**src/rtl/ctrl_seq.sv**
```systemverilog
`default_nettype none
// +----------------------------------------------------------------------------+
// | Module      : ctrl_seq                                                     |
// | Description : Multi-cycle control sequencer (IDLE/DEC/MEM/EXEC) for the     |
// |               8-bit datapath. Optional macro CTRL_SEQ_MEMWAIT_EN adds the   |
// |               mem_ack port and stretches MEM until the read completes.      |
// | Revision    : 1.0 - initial release                                        |
// +----------------------------------------------------------------------------+
module ctrl_seq (
    input  logic        clk,
    input  logic        rst_n,
    input  logic        ins_valid,
    output logic        ins_ready,
    input  logic [3:0]  ins_op,
    input  logic        ins_dst,
    input  logic        flag_z,
`ifdef CTRL_SEQ_MEMWAIT_EN
    input  logic        mem_ack,
`endif
    output logic [1:0]  sel_a,
    output logic [1:0]  sel_b,
    output logic [2:0]  alu_op,
    output logic        ld_a,
    output logic        ld_b,
    output logic        mem_we,
    output logic        pc_inc,
    output logic        pc_load,
    output logic        illegal,
    output logic [15:0] retired
);

    typedef enum logic [1:0] {
        IDLE = 2'd0,
        DEC  = 2'd1,
        MEM  = 2'd2,
        EXEC = 2'd3
    } state_t;

    localparam logic [3:0] c_OP_NOP  = 4'h0;
    localparam logic [3:0] c_OP_MOVK = 4'h1;
    localparam logic [3:0] c_OP_ADD  = 4'h2;
    localparam logic [3:0] c_OP_SUB  = 4'h3;
    localparam logic [3:0] c_OP_AND  = 4'h4;
    localparam logic [3:0] c_OP_OR   = 4'h5;
    localparam logic [3:0] c_OP_INC  = 4'h6;
    localparam logic [3:0] c_OP_LD   = 4'h7;
    localparam logic [3:0] c_OP_ST   = 4'h8;
    localparam logic [3:0] c_OP_JMP  = 4'h9;
    localparam logic [3:0] c_OP_JEQ  = 4'hA;
    localparam logic [3:0] c_OP_JNE  = 4'hB;

    state_t      state_q, state_d;
    logic [3:0]  op_q, op_d;
    logic        dst_q, dst_d;
    logic [1:0]  sel_a_q, sel_a_d;
    logic [1:0]  sel_b_q, sel_b_d;
    logic [2:0]  alu_op_q, alu_op_d;
    logic        ld_a_q, ld_a_d;
    logic        ld_b_q, ld_b_d;
    logic        mem_we_q, mem_we_d;
    logic        illegal_q, illegal_d;
    logic        pc_jmp_q, pc_jmp_d;
    logic        pc_jeq_q, pc_jeq_d;
    logic        pc_jne_q, pc_jne_d;
    logic [15:0] retired_q, retired_d;
    logic        w_load_dst;
    logic        w_in_exec;

    assign w_in_exec = (state_q == EXEC);

    always_comb begin
        state_d    = state_q;
        op_d       = op_q;
        dst_d      = dst_q;
        retired_d  = retired_q + {15'd0, w_in_exec};
        sel_a_d    = 2'b11;
        sel_b_d    = 2'b11;
        alu_op_d   = 3'b000;
        mem_we_d   = 1'b0;
        illegal_d  = 1'b0;
        pc_jmp_d   = 1'b0;
        pc_jeq_d   = 1'b0;
        pc_jne_d   = 1'b0;
        w_load_dst = 1'b0;

        case (state_q)
            IDLE: begin
                if (ins_valid) begin
                    op_d    = ins_op;
                    dst_d   = ins_dst;
                    state_d = DEC;
                end
            end
            DEC:  state_d = (op_q == c_OP_LD) ? MEM : EXEC;
`ifdef CTRL_SEQ_MEMWAIT_EN
            MEM:  state_d = mem_ack ? EXEC : MEM;
`else
            MEM:  state_d = EXEC;
`endif
            EXEC: state_d = IDLE;
            default: state_d = IDLE;
        endcase

        // Outputs are registered, so decode one cycle early for the EXEC cycle.
        if (state_d == EXEC) begin
            case (op_q)
                c_OP_NOP:  ;
                c_OP_MOVK: begin sel_b_d = 2'b10; w_load_dst = 1'b1; end
                c_OP_ADD:  begin sel_a_d = 2'b00; sel_b_d = 2'b00; w_load_dst = 1'b1; end
                c_OP_SUB:  begin sel_a_d = 2'b00; sel_b_d = 2'b00; alu_op_d = 3'b001; w_load_dst = 1'b1; end
                c_OP_AND:  begin sel_a_d = 2'b00; sel_b_d = 2'b00; alu_op_d = 3'b010; w_load_dst = 1'b1; end
                c_OP_OR:   begin sel_a_d = 2'b00; sel_b_d = 2'b00; alu_op_d = 3'b011; w_load_dst = 1'b1; end
                c_OP_INC:  begin sel_a_d = 2'b10; sel_b_d = 2'b00; w_load_dst = 1'b1; end
                c_OP_LD:   begin sel_b_d = 2'b01; w_load_dst = 1'b1; end
                c_OP_ST:   begin sel_a_d = 2'b00; mem_we_d = 1'b1; end
                c_OP_JMP:  pc_jmp_d = 1'b1;
                c_OP_JEQ:  pc_jeq_d = 1'b1;
                c_OP_JNE:  pc_jne_d = 1'b1;
                default:   illegal_d = 1'b1;
            endcase
        end

        ld_a_d = w_load_dst & ~dst_q;
        ld_b_d = w_load_dst &  dst_q;
    end

    always_ff @(posedge clk or negedge rst_n) begin
        if (!rst_n) begin
            state_q   <= IDLE;
            op_q      <= 4'h0;
            dst_q     <= 1'b0;
            sel_a_q   <= 2'b11;
            sel_b_q   <= 2'b11;
            alu_op_q  <= 3'b000;
            ld_a_q    <= 1'b0;
            ld_b_q    <= 1'b0;
            mem_we_q  <= 1'b0;
            illegal_q <= 1'b0;
            pc_jmp_q  <= 1'b0;
            pc_jeq_q  <= 1'b0;
            pc_jne_q  <= 1'b0;
            retired_q <= 16'h0000;
        end else begin
            state_q   <= state_d;
            op_q      <= op_d;
            dst_q     <= dst_d;
            sel_a_q   <= sel_a_d;
            sel_b_q   <= sel_b_d;
            alu_op_q  <= alu_op_d;
            ld_a_q    <= ld_a_d;
            ld_b_q    <= ld_b_d;
            mem_we_q  <= mem_we_d;
            illegal_q <= illegal_d;
            pc_jmp_q  <= pc_jmp_d;
            pc_jeq_q  <= pc_jeq_d;
            pc_jne_q  <= pc_jne_d;
            retired_q <= retired_d;
        end
    end

    // Branch condition must see flag_z live during EXEC, so only the jump kind is registered.
    assign pc_load   = pc_jmp_q | (pc_jeq_q & flag_z) | (pc_jne_q & ~flag_z);
    assign pc_inc    = w_in_exec & ~pc_load;
    assign ins_ready = (state_q == IDLE);
    assign sel_a     = sel_a_q;
    assign sel_b     = sel_b_q;
    assign alu_op    = alu_op_q;
    assign ld_a      = ld_a_q;
    assign ld_b      = ld_b_q;
    assign mem_we    = mem_we_q;
    assign illegal   = illegal_q;
    assign retired   = retired_q;

endmodule
`default_nettype wire

```
**config.mk**
```make
export PLATFORM = sky130hd
export DESIGN_NAME = ctrl_seq
export DESIGN_NICKNAME = d
export VERILOG_FILES = /design/src/rtl/ctrl_seq.sv
export SDC_FILE = /design/constraint.sdc
export NUM_CORES = 1
export LEC_CHECK = 0
export BUFFER_PORTS_ARGS = -buffer_cell sky130_fd_sc_hd__clkbuf_2
export CAP_MARGIN = 25
export CORE_AREA = 8 8 70 72
export CTS_CLUSTER_SIZE = 40
export DETAILED_ROUTE_END_ITERATION = 16
export DIE_AREA = 0 0 78 80
export GPL_ROUTABILITY_DRIVEN = 0
export PLACE_DENSITY = 0.75
export SLEW_MARGIN = 20
export SYNTH_ARGS = -nofsm -noshare
export SYNTH_HDL_FRONTEND = slang
export SYNTH_SLANG_ARGS = --single-unit
```
**constraint.sdc**
```tcl
create_clock -name clk -period 3.39 [get_ports clk]
set_input_delay 0.339 -clock clk [delete_from_list [all_inputs] [get_ports clk]]
set_output_delay 0.339 -clock clk [all_outputs]
set_load 0.005 [all_outputs]
```
After elaboration in Yosys (flattened, before gate mapping)
Cells that the tools add are included.
W data, S select, Z words.

operators by class
  $mul = 0
  reductions and logical operators = 7
  bitwise operators = 10
  add/subtract/negate cells = 1
  equality and inequality tests = 15
  div/mod/pow operators = 0
  muxes and demuxes = 21
  shifts and indexed selects = 0
  order comparisons = 0

operator list
  cell                  count
  $add A16 B1 Y16       1
  $eq A4 B3 Y1 const B  4
  $eq A4 B4 Y1 const B  4
  $mux W1               13
  $pmux W2 S3           2
  $reduce_or A12 Y1     1
  $reduce_or A5 Y1      2
  $eq A4 B2 Y1 const B  2
  $mux W2               4
  $pmux W2 S4           1
  $reduce_or A7 Y1      1
  $eq A2 B2 Y1 const B  3
  $and A1 B1 Y1         5
  $eq A4 B1 Y1 const B  1
  $logic_not A4 Y1      1
  $pmux W2 S2           1
  $not A1 Y1            3
  $eq A2 B1 Y1 const B  1
  $logic_not A2 Y1      1
  $or A1 B1 Y1          2
  $reduce_and A2 Y1     1

storage, ports and cells
  bits in latches = 0
  input port bits = 9
  RAM bits = 0
  memories kept = 0
  logic and storage cells = 68
  output and inout bits = 30
  flip-flop bits (word level) = 37
  ROM bits = 0

Logic depth before layout (Yosys ltp)
  depth in word-level cells = 6
  depth in mapped cells = 6
  depth with buffers taken out = 6

Least setup slack after synthesis
Ideal clock, no wire load.

  path type = flip-flop to flip-flop
  start point = reg state_q[0]
  end point = reg retired_q[15], in the netlist retired[15]
  clock period less this slack = 1.630 ns
  library setup time = 0.079 ns
  path slack = 1.760 ns
  data arrival time = 1.551 ns
  path buffers = 0
  data required time = 3.311 ns
  stages on the path, launching flop included = 7
  cells stage by stage = dfrtp_1 ha_1 ha_1 and3_1 nand3_4 nor4_1 xor2_1

on the way
  longest elaborated chain between the ends = 2

ends and longest elaborated chain
  what                    RTL line  source
  start, declared         52        state_t state_q, state_d;
  start signal, assigned  144       state_q <= state_d;
  $eq A2 B2 Y1            69        assign w_in_exec = (state_q == EXEC);
  $add A16 B1 Y16         75        retired_d = retired_q + {15'd0, w_in_exec};
  net retired_d[15]       65        logic [15:0] retired_q, retired_d;
  end signal, assigned    157       retired_q <= retired_d;
  end, declared           65

The timed path passes the listed nets, and every way through them passes these cells.
A chain may end at the register's enable or synchronous reset.

Worst setup path in the final report
Same ends and word-level chain as after synthesis.

==> run_summary.xml <==
<?xml version="1.0" encoding="UTF-8"?>
<metrics>
  <group name="status">
    <metric name="status" unit="">finished clean</metric>
  </group>
  <group name="sta">
    <metric name="final_critical_path_setup_slack" unit="ns">1.59</metric>
    <metric name="worst_pin_slew" unit="ns">0.853</metric>
    <metric name="finalCritPeriodShare" unit="%">53.2</metric>
    <metric name="whs" unit="ns">0.151</metric>
    <metric name="setup_repair_after_global_routing_missed_its_margin" unit="">no</metric>
    <metric name="finClkSkew" unit="ns">0.00493</metric>
    <metric name="fin_max_slew_vios" unit="">0</metric>
    <metric name="timing.slew.headroom" unit="%">43.1</metric>
    <metric name="achievable-frequency" unit="MHz">555</metric>
    <metric name="final-hold-violation-count" unit="">0</metric>
    <metric name="period_needed" unit="ns">1.80</metric>
    <metric name="setup_tns" unit="ns">0</metric>
    <metric name="setup_viol" unit="">0</metric>
  </group>
  <group name="clocking">
    <metric name="htree_num_levels" unit="">2</metric>
    <metric name="worst_skew_pair.late_latency" unit="ns">0.28</metric>
    <metric name="number_of_buffers_created_by_cts" unit="">5</metric>
    <metric name="cts_repair_resize_count" unit="">0</metric>
    <metric name="ctsLongestPathBuffers" unit="">2</metric>
    <metric name="cts_post_setup_buffers_inserted" unit="">0</metric>
    <metric name="cts_hold_buf" unit="">0</metric>
    <metric name="clock_tree.root_cell" unit="">clkbuf_8</metric>
    <metric name="tritoncts_clock_tree" unit="">built</metric>
    <metric name="cts_sinks" unit="">36</metric>
    <metric name="clk_pin_slew_worst_paths" unit="ns">0.07</metric>
  </group>
  <group name="synthesis">
    <metric name="synth_area" unit="mm2">0.00160</metric>
    <metric name="synthArstFlopShare" unit="%">100</metric>
    <metric name="netlist.top_cell.by_area" unit="">dfrtp_1</metric>
    <metric name="yosysTopAreaCellShare" unit="%">50.1</metric>
    <metric name="ys_seq_elements" unit="">36</metric>
    <metric name="ys_seq_area_share" unit="%">56.7</metric>
    <metric name="ys.warnings.count" unit="">0</metric>
    <metric name="syn_area_per_cell" unit="um2">12.5</metric>
    <metric name="number_of_flops_mapped_to_enable_cells_by_yosys" unit="">0</metric>
    <metric name="synth.cells.most_frequent" unit="">dfrtp_1, xnor2_1, nand3_1, nand2_1</metric>
    <metric name="synth_ff_type" unit="">dfrtp_1</metric>
    <metric name="synth_top_cells_by_area" unit="">dfrtp_1, dfstp_2, xnor2_1</metric>
    <metric name="synthDistinctLibCells" unit="">36</metric>
    <metric name="synth_most_common_cell" unit="">dfrtp_1</metric>
    <metric name="synthesis.nets" unit="">142</metric>
    <metric name="synthesis.instances" unit="">128</metric>
  </group>
  <group name="setup_path">
    <metric name="crit_path_max_fanout" unit="">6</metric>
    <metric name="slowest_delay" unit="ns">0.48</metric>
    <metric name="kind_of_critical_path" unit="">reg -&gt; reg</metric>
    <metric name="worst-endpoint-required" unit="ns">3.59</metric>
    <metric name="cpMostUsedCell" unit="">ha_1</metric>
    <metric name="critPathArrivalTime" unit="ns">2.01</metric>
    <metric name="end_kind" unit="">flop</metric>
    <metric name="reg2regPathDepth" unit="">6</metric>
    <metric name="stages_on_the_worst_setup_path" unit="">6</metric>
    <metric name="critical_path.n_buffers_inverters" unit="">0</metric>
    <metric name="reg2reg_slack" unit="ns">1.59</metric>
    <metric name="critical-path-slowest-cell" unit="">dfrtp_1</metric>
    <metric name="critical_path.top_delay_family" unit="">simple AND/OR/NAND/NOR gates</metric>
    <metric name="path_cells" unit="">ha_1 &gt; ha_1 &gt; and3_1 &gt; nand3_4 &gt; nor4_1 &gt; xor2_1</metric>
    <metric name="setup.worst_path.start_class" unit="">flop</metric>
  </group>
  <group name="routing">
    <metric name="drt_drc_violations_left" unit="">0</metric>
    <metric name="detail_route.vias_per_cell" unit="">5.00</metric>
    <metric name="drt_first_pass_iters" unit="">4</metric>
    <metric name="wire_per_inst" unit="um">14.0</metric>
    <metric name="route.antenna.remaining_nets" unit="">0</metric>
    <metric name="drt_iter0_markers" unit="">42</metric>
    <metric name="wl" unit="mm">3.04</metric>
    <metric name="dr_total_vias" unit="">1084</metric>
  </group>
  <group name="floorplanning">
    <metric name="fp.dieArea" unit="mm2">0.00624</metric>
    <metric name="ioPinCount" unit="">39</metric>
    <metric name="fp.dieW" unit="um">78</metric>
    <metric name="die-height" unit="um">80</metric>
    <metric name="start_util" unit="%">41.5</metric>
    <metric name="placement_rows" unit="">23</metric>
    <metric name="fp.coreArea" unit="mm2">0.00386</metric>
  </group>
  <group name="final_layout">
    <metric name="fillCellCount" unit="">365</metric>
    <metric name="antenna_cells_inserted" unit="">0</metric>
    <metric name="nets" unit="">180</metric>
    <metric name="drive_gt1_share" unit="%">36.5</metric>
    <metric name="area_delta_synth_final" unit="%">18.7</metric>
    <metric name="finalCoreUtilization" unit="%">49.2</metric>
  </group>
  <group name="grt">
    <metric name="met2_usage" unit="%">17.6</metric>
    <metric name="total_grt_overflow" unit="">0</metric>
    <metric name="first_pass_grt_wire_length" unit="mm">5.33</metric>
    <metric name="grt_use_met1" unit="%">11.4</metric>
    <metric name="global_routing_usage_on_met3" unit="%">5.86</metric>
    <metric name="grt_pass1_vias" unit="">1140</metric>
    <metric name="pin_count_of_the_biggest_net_entering_global_routing" unit="">37</metric>
    <metric name="grtUsageTotal" unit="%">10.8</metric>
    <metric name="grt_antenna_before_repair" unit="">0</metric>
    <metric name="gr-max-usage-layer" unit="">met2</metric>
  </group>
  <group name="flow_run">
    <metric name="max-cap-violations" unit="">0</metric>
  </group>
  <group name="pwr">
    <metric name="static_leak" unit="nW">0.933</metric>
    <metric name="total_power_divided_by_cell_area" unit="mW/mm2">786</metric>
    <metric name="peakVddDrop" unit="mV">0.426</metric>
  </group>
  <group name="placement">
    <metric name="port_buffers" unit="">37</metric>
    <metric name="hpwl" unit="mm">2.34</metric>
    <metric name="pre_cts_ws" unit="ns">1.58</metric>
  </group>
  <group name="hold_path">
    <metric name="kind_of_path_behind_the_tightest_hold_check" unit="">in -&gt; async</metric>
  </group>
</metrics>
[state kept, by name, summed over array words and instances, names as in the netlist]
name,count
pc_jne_q,1
pc_jmp_q,1
dst_q,1
op_q,4
pc_jeq_q,1
ld_a,1
illegal,1
state_q,2
retired,16
sel_b,2
alu_op,2
mem_we,1
sel_a,2
ld_b,1
[worst paths after layout]
kind                              from          end
setup / recovery            state_q[0]  retired[15]
hold / removal                   rst_n     pc_jne_q
setup reg to reg            state_q[0]  retired[15]
hold reg to reg            retired[15]  retired[15]
max in group asynchronous        rst_n      op_q[1]
min in group clk               ins_dst        dst_q
[cells in the final DEF (no fill, tap or decap), drive strengths merged, types with 2 or more instances in the layout]
| cell type | count |
|---|---|
| nor4 | 3 |
| nand3 | 9 |
| ha | 5 |
| nor3 | 4 |
| and3b | 2 |
| xor2 | 6 |
| dfrtp | 32 |
| dfstp | 4 |
| clkbuf | 45 |
| nand2 | 8 |
| and3 | 4 |
| nor4b | 2 |
| o21ai | 3 |
| inv | 6 |
| nand4 | 3 |
| nor2 | 5 |
| xnor2 | 9 |
| mux2 | 6 |
[routing by layer]
layer	up-vias	routed length, um
met2	40	1530
met1	519	1170
met4	0	47
li1	518	-
met5	-	0
met3	7	295
[cell type report]
class                   instances  area, um2  share of cell area (%)
repair buffers                 37        185                    9.76
flip-flops and latches         36        906                    47.7
clock buffers                   8       90.1                    4.75
inverters                       6       22.5                    1.19
well taps                      50       62.6                    3.30
multi-input cells              80        632                    33.3
[stage by stage]
stage	power [W]	area (um2)	std cells
after global placement	0.00117	1810	209
after global routing	0.00161	1900	217
final	0.00149	1900	217
after floorplan	0.00105	1600	128
after CTS	0.00151	1900	217
after detailed placement	0.00120	1810	209
[kinds of logic (layout without fill, tap and decap cells)]
family,after synthesis,in the layout,share of synthesized area [%]
AO/OA/AOI/OAI,7,7,4.23
XOR/XNOR,15,15,8.22
adder cells (fa/ha/maj),5,5,3.91
buffers and inverters,12,51,3.83
flip-flops,36,36,56.7
multiplexers,7,7,4.85
other,1,1,0.235
AND/OR/NAND/NOR,45,45,18.1
[report_power, final]
group,switching [W],internal [W]
sequential,0.000149,0.000554
clock,0.000138,0.000165
combinational,0.000244,0.000242
total,0.000531,0.000961
Note: power is estimated with default switching activity, not from simulation.
